===== src/rtl/ram_arbiter.sv =====
// Two-requester round-robin arbiter in front of a single-port synchronous RAM.
// One RAM operation is in flight at a time; reads return data two cycles after the grant.
module ram_arbiter #(
  parameter int WIDTH = 4,
  parameter int DEPTH = 32,
  localparam int AW = $clog2(DEPTH)
) (
  input  logic               clk,
  input  logic               rst_n,
  input  logic [1:0]         req_valid,
  output logic [1:0]         req_ready,
  input  logic [1:0]         req_we,
  input  logic [2*AW-1:0]    req_addr,
  input  logic [2*WIDTH-1:0] req_wdata,
  output logic [1:0]         rsp_valid,
  output logic [WIDTH-1:0]   rsp_rdata,
  output logic               ram_cs,
  output logic               ram_we,
  output logic               ram_oe,
  output logic [AW-1:0]      ram_addr,
  output logic [WIDTH-1:0]   ram_din,
  input  logic [WIDTH-1:0]   ram_dout
);

  typedef enum logic [1:0] {IDLE, ISSUE, RESP} state_t;

  state_t           state;
  logic             ptr;
  logic             cmd_we;
  logic             cmd_owner;
  logic [AW-1:0]    cmd_addr;
  logic [WIDTH-1:0] cmd_wdata;

  logic             win;
  logic [1:0]       grant;

  // NOTE: every always_comb output gets a default first so no path leaves it unassigned (no latch).
  // The rst_n term keeps req_ready low while reset is held, even with requests pending.
  always_comb begin
    win   = ptr;
    grant = 2'b00;
    if (state == IDLE && rst_n && req_valid != 2'b00) begin
      win        = req_valid[ptr] ? ptr : ~ptr;
      grant[win] = 1'b1;
    end
  end

  assign req_ready = grant;
  assign ram_addr  = cmd_addr;
  assign ram_din   = cmd_wdata;
  assign rsp_rdata = (rsp_valid != 2'b00) ? ram_dout : '0;

  // NOTE: sequential state uses non-blocking assignments so every register samples pre-edge values.
  always_ff @(posedge clk or negedge rst_n) begin
    if (!rst_n) begin
      state     <= IDLE;
      ptr       <= 1'b0;
      cmd_we    <= 1'b0;
      cmd_owner <= 1'b0;
      cmd_addr  <= '0;
      cmd_wdata <= '0;
      ram_cs    <= 1'b0;
      ram_we    <= 1'b0;
      ram_oe    <= 1'b0;
      rsp_valid <= 2'b00;
    end else begin
      unique case (state)
        IDLE: begin
          rsp_valid <= 2'b00;
          if (grant != 2'b00) begin
            cmd_we    <= req_we[win];
            cmd_owner <= win;
            cmd_addr  <= win ? req_addr[AW +: AW] : req_addr[0 +: AW];
            cmd_wdata <= win ? req_wdata[WIDTH +: WIDTH] : req_wdata[0 +: WIDTH];
            ptr       <= ~win;
            ram_cs    <= 1'b1;
            ram_we    <= req_we[win];
            ram_oe    <= ~req_we[win];
            state     <= ISSUE;
          end
        end
        ISSUE: begin
          ram_cs <= 1'b0;
          ram_we <= 1'b0;
          ram_oe <= 1'b0;
          if (cmd_we) begin
            state <= IDLE;
          end else begin
            rsp_valid <= cmd_owner ? 2'b10 : 2'b01;
            state     <= RESP;
          end
        end
        RESP: begin
          rsp_valid <= 2'b00;
          state     <= IDLE;
        end
        default: state <= IDLE;
      endcase
    end
  end

endmodule


===== config.mk =====
export PLATFORM = sky130hd
export DESIGN_NAME = ram_arbiter
export DESIGN_NICKNAME = d
export VERILOG_FILES = /design/src/rtl/ram_arbiter.sv
export SDC_FILE = /design/constraint.sdc
export NUM_CORES = 1
export LEC_CHECK = 0
export CAP_MARGIN = 25
export CORE_MARGIN = 3
export CORE_UTILIZATION = 38
export CTS_CLUSTER_SIZE = 12
export DETAILED_ROUTE_END_ITERATION = 12
export PLACE_DENSITY = 0.78
export SKIP_LAST_GASP = 1
export SLEW_MARGIN = 20
export SYNTH_ARGS = -nofsm -noshare
export SYNTH_HDL_FRONTEND = slang
export SYNTH_SLANG_ARGS = --single-unit
export TNS_END_PERCENT = 50

===== constraint.sdc =====
create_clock -name clk -period 1.58 [get_ports clk]
set_input_delay 0.316 -clock clk [delete_from_list [all_inputs] [get_ports clk]]
set_output_delay 0.316 -clock clk [all_outputs]
set_load 0.01 [all_outputs]

==> results.yml <==
yosys:
  netlist_area_um2: 892
  synth.area.top_cells: "dfrtp_1 (53%), a222oi_1 (7.9%), o21ai_0 (4.5%), inv_1 (3.8%), mux2i_1 (3.4%)"
  synth_top_area_share_pct: 53.3
  ys_warn_count: 0
  syn-num-nets: 113
  ys_seq_elements: 19
  synth_cell_type_count: 24
  ys_seq_area_share_pct: 53.3
  synth_top_cell_by_area: "dfrtp_1"
  syn_inst: 85
  synth.top_cells.by_count: "dfrtp_1 (19), inv_1 (9), nor2_1 (8), o21ai_0 (8), a222oi_1 (7)"
  postSynthAreaPerCell_um2: 10.5
  yosysMostFrequentCell: "dfrtp_1"
  synth_ff_type: "dfrtp_1"
  synth_edf_count: 0
  synth-async-reset-ratio_pct: 100
power:
  ir_worst_vdd_mv: 0.795
  cellLeakagePower_nw: 0.788
  power_density_nw_per_um2: 1150
clock_tree:
  cts_hold_buf: 0
  clock_path_buffers: 2
  htree_levels: 1
  clkTransAtPathRegs_ns: 0.11
  cts_tree: "yes"
  cts_sinks: 19
  insertion_delay_ns: 0.29
  numCtsBuffers: 3
  cts-root-buf: "clkbuf_4"
grt:
  grt_pass1_wl_um: 3760
  grt-ovfl-total: 0
  grt_usage_pct: 18.0
  antenna_found_initial: 0
  grt_max_degree: 20
  grt_pass1_vias: 868
floorplan:
  num_io_pins: 48
  die_h_um: 54.5
  die_area_um2: 2960
  core.rowCount: 16
  initial_core_util_pct: 42.8
  die_w_um: 54.5
  core_um2: 2080
timing:
  worstMarginPinSlew_ns: 0.412
  finalCriticalPeriod_ns: 1.71
  fin_crit_sh_pct: 108
  worst_hold_slack_ns: 0.167
  rsz0062_at_grt: "yes"
  fmax_ghz: 0.584
  setup_violations: 4
  maxSlewViolCount: 0
  maxSlewHeadroom_pct: 72.5
  finClkSkew_ns: 0.00838
  setup_ws_ns: -0.133
  final_hold_viol_count: 0
final_layout:
  fin_util_pct: 75.4
  syn_to_final_growth_pct: 76.0
  fin_nets: 180
  drive_gt1_share_pct: 19.2
  antennaDiodeCount: 0
critical_path:
  cp.required_ns: 1.26
  cp.arrival_ns: 1.40
  path_cells: "buf_4 -> nand4bb_4 -> a21oi_2 -> buf_2"
  ff2ff_setup_slack_ns: 0.10
  slowest_stage: "dfrtp_1"
  r2r-start: "state[1]"
  reg2reg_depth: 5
  r2r-end: "ram_addr[3]"
  startpoint: "state[1]"
  critPathLaunchType: "flop"
  cp-end-kind: "output pin"
  worstSetupEndpoint: "req_ready[1]"
  critPathKind: "reg2out"
  crit_fanout: 3
  critPathMaxStageDelay_ns: 0.44
drt:
  route.antenna.remaining_nets: 0
  via_per_inst: 5.13
  dr.pass1.iters: 4
  drt_iter0_markers: 41
  wl_per_cell_um: 13.8
  vias: 913
  drt_wl_total_um: 2450
  drc: 0
status:
  violations: "negative setup slack"
  status: "complete, but fails checks"
worst_hold_path:
  min_path_type: "in2async"
place:
  io_buffers: 47
  gp_congestion: 0.805
  hpwl_um: 1900
flow_run:
  cap_viol_max_count: 0
## through the flow
stage / power (mW) / std cells / setup TNS (ns) / cell area (um^2) / setup WS [ns]
after floorplan: 1.07 / 85 / 0 / 892 / 0.215
after global placement: 1.51 / 171 / -4.41 / 1490 / -0.542
after detailed placement: 1.54 / 171 / -5.43 / 1490 / -0.600
after CTS: 1.79 / 176 / -0.825 / 1520 / -0.170
after global routing: 1.91 / 178 / -0.438 / 1570 / -0.214
final: 1.80 / 178 / -0.179 / 1570 / -0.133
## state kept, by name, indices dropped and copies added, names as in the netlist
register / cells
ram_addr: 5
ram_din: 4
rsp_valid: 2
state: 2
cmd_owner: 1
cmd_we: 1
ptr: 1
ram_cs: 1
ram_oe: 1
ram_we: 1
## report_power, final
group	internal [mW]	switching, mW	total (mW)
Sequential	0.634	0.106	0.739
Combinational	0.485	0.329	0.813
Clock	0.0981	0.148	0.246
## worst min path at each step
stage	slack (ns)	start	end	depth (start not counted)
5_1_grt	0.18	rst_n	ram_addr[3]	2
4_1_cts	0.11	rst_n	ptr	2
3_5_place_dp	0.48	ram_din[2]	ram_din[2]	2
3_3_place_gp	0.46	ram_din[0]	ram_din[0]	2
2_1_floorplan	0.02	rst_n	cmd_owner	0
6_report	0.17	rst_n	ptr	2
## cells in the final DEF, fill, tap and decap left out
master	n
dlygate4sd2_1	2
dlymetal6s2s_1	5
dfrtp_1	19
nand4bb_4	1
a21boi_0	2
nor2b_1	4
o21a_1	4
nor3b_1	1
mux2i_1	3
a2bb2oi_1	1
nand2_1	5
nand2b_1	2
a21oi_2	1
nor3b_4	1
inv_2	1
o21ai_0	8
nor2_4	1
nand3b_1	1
buf_2	1
buf_6	1
buf_4	17
clkbuf_4	3
inv_1	9
o21ai_2	1
nand3_2	1
a222oi_1	7
clkdlybuf4s50_1	38
a21oi_1	2
or3_1	1
clkbuf_1	1
nor2_1	7
## repair_timing
item,4_1_cts,5_1_grt
buffers inserted,1,2
pin swaps,0,2
resized for setup,9,11
endpoints found under the setup margin,6,12
## area by class of cell
| cell class | count | area, um^2 |
|---|---|---|
| Timing Repair Buffer | 64 | 604 |
| Multi-Input combinational cell | 54 | 393 |
| Sequential cell | 19 | 475 |
| Fill cell | 162 | 512 |
| Inverter | 10 | 37.5 |
| Clock buffer | 4 | 26.3 |
| Tap cell | 27 | 33.8 |
## worst max-delay path: cells and delay by family (launching register included)
family | cells | cell delay (ns)
buffers and inverters | 2 | 0.31
AND/OR/NAND/NOR | 1 | 0.22
flip-flops | 1 | 0.44
AO/OA/AOI/OAI | 1 | 0.15
## logic make-up after synthesis
kind of cell,Yosys count,share of synthesized area (%)
AOI/OAI and AO/OA,26,21.5
buffers and inverters,12,5.89
muxes,3,3.37
and+or+nand+nor,25,16.0
DFF,19,53.3
## routing by layer
metal / track usage [%] / wire, um
met1: 20.4 / 1010
met2: 31.3 / 1200
met3: 5.18 / 216
met4: 7.47 / 31
met5: 0 / 0
No activity file was read; power rests on OpenSTA's default activity.
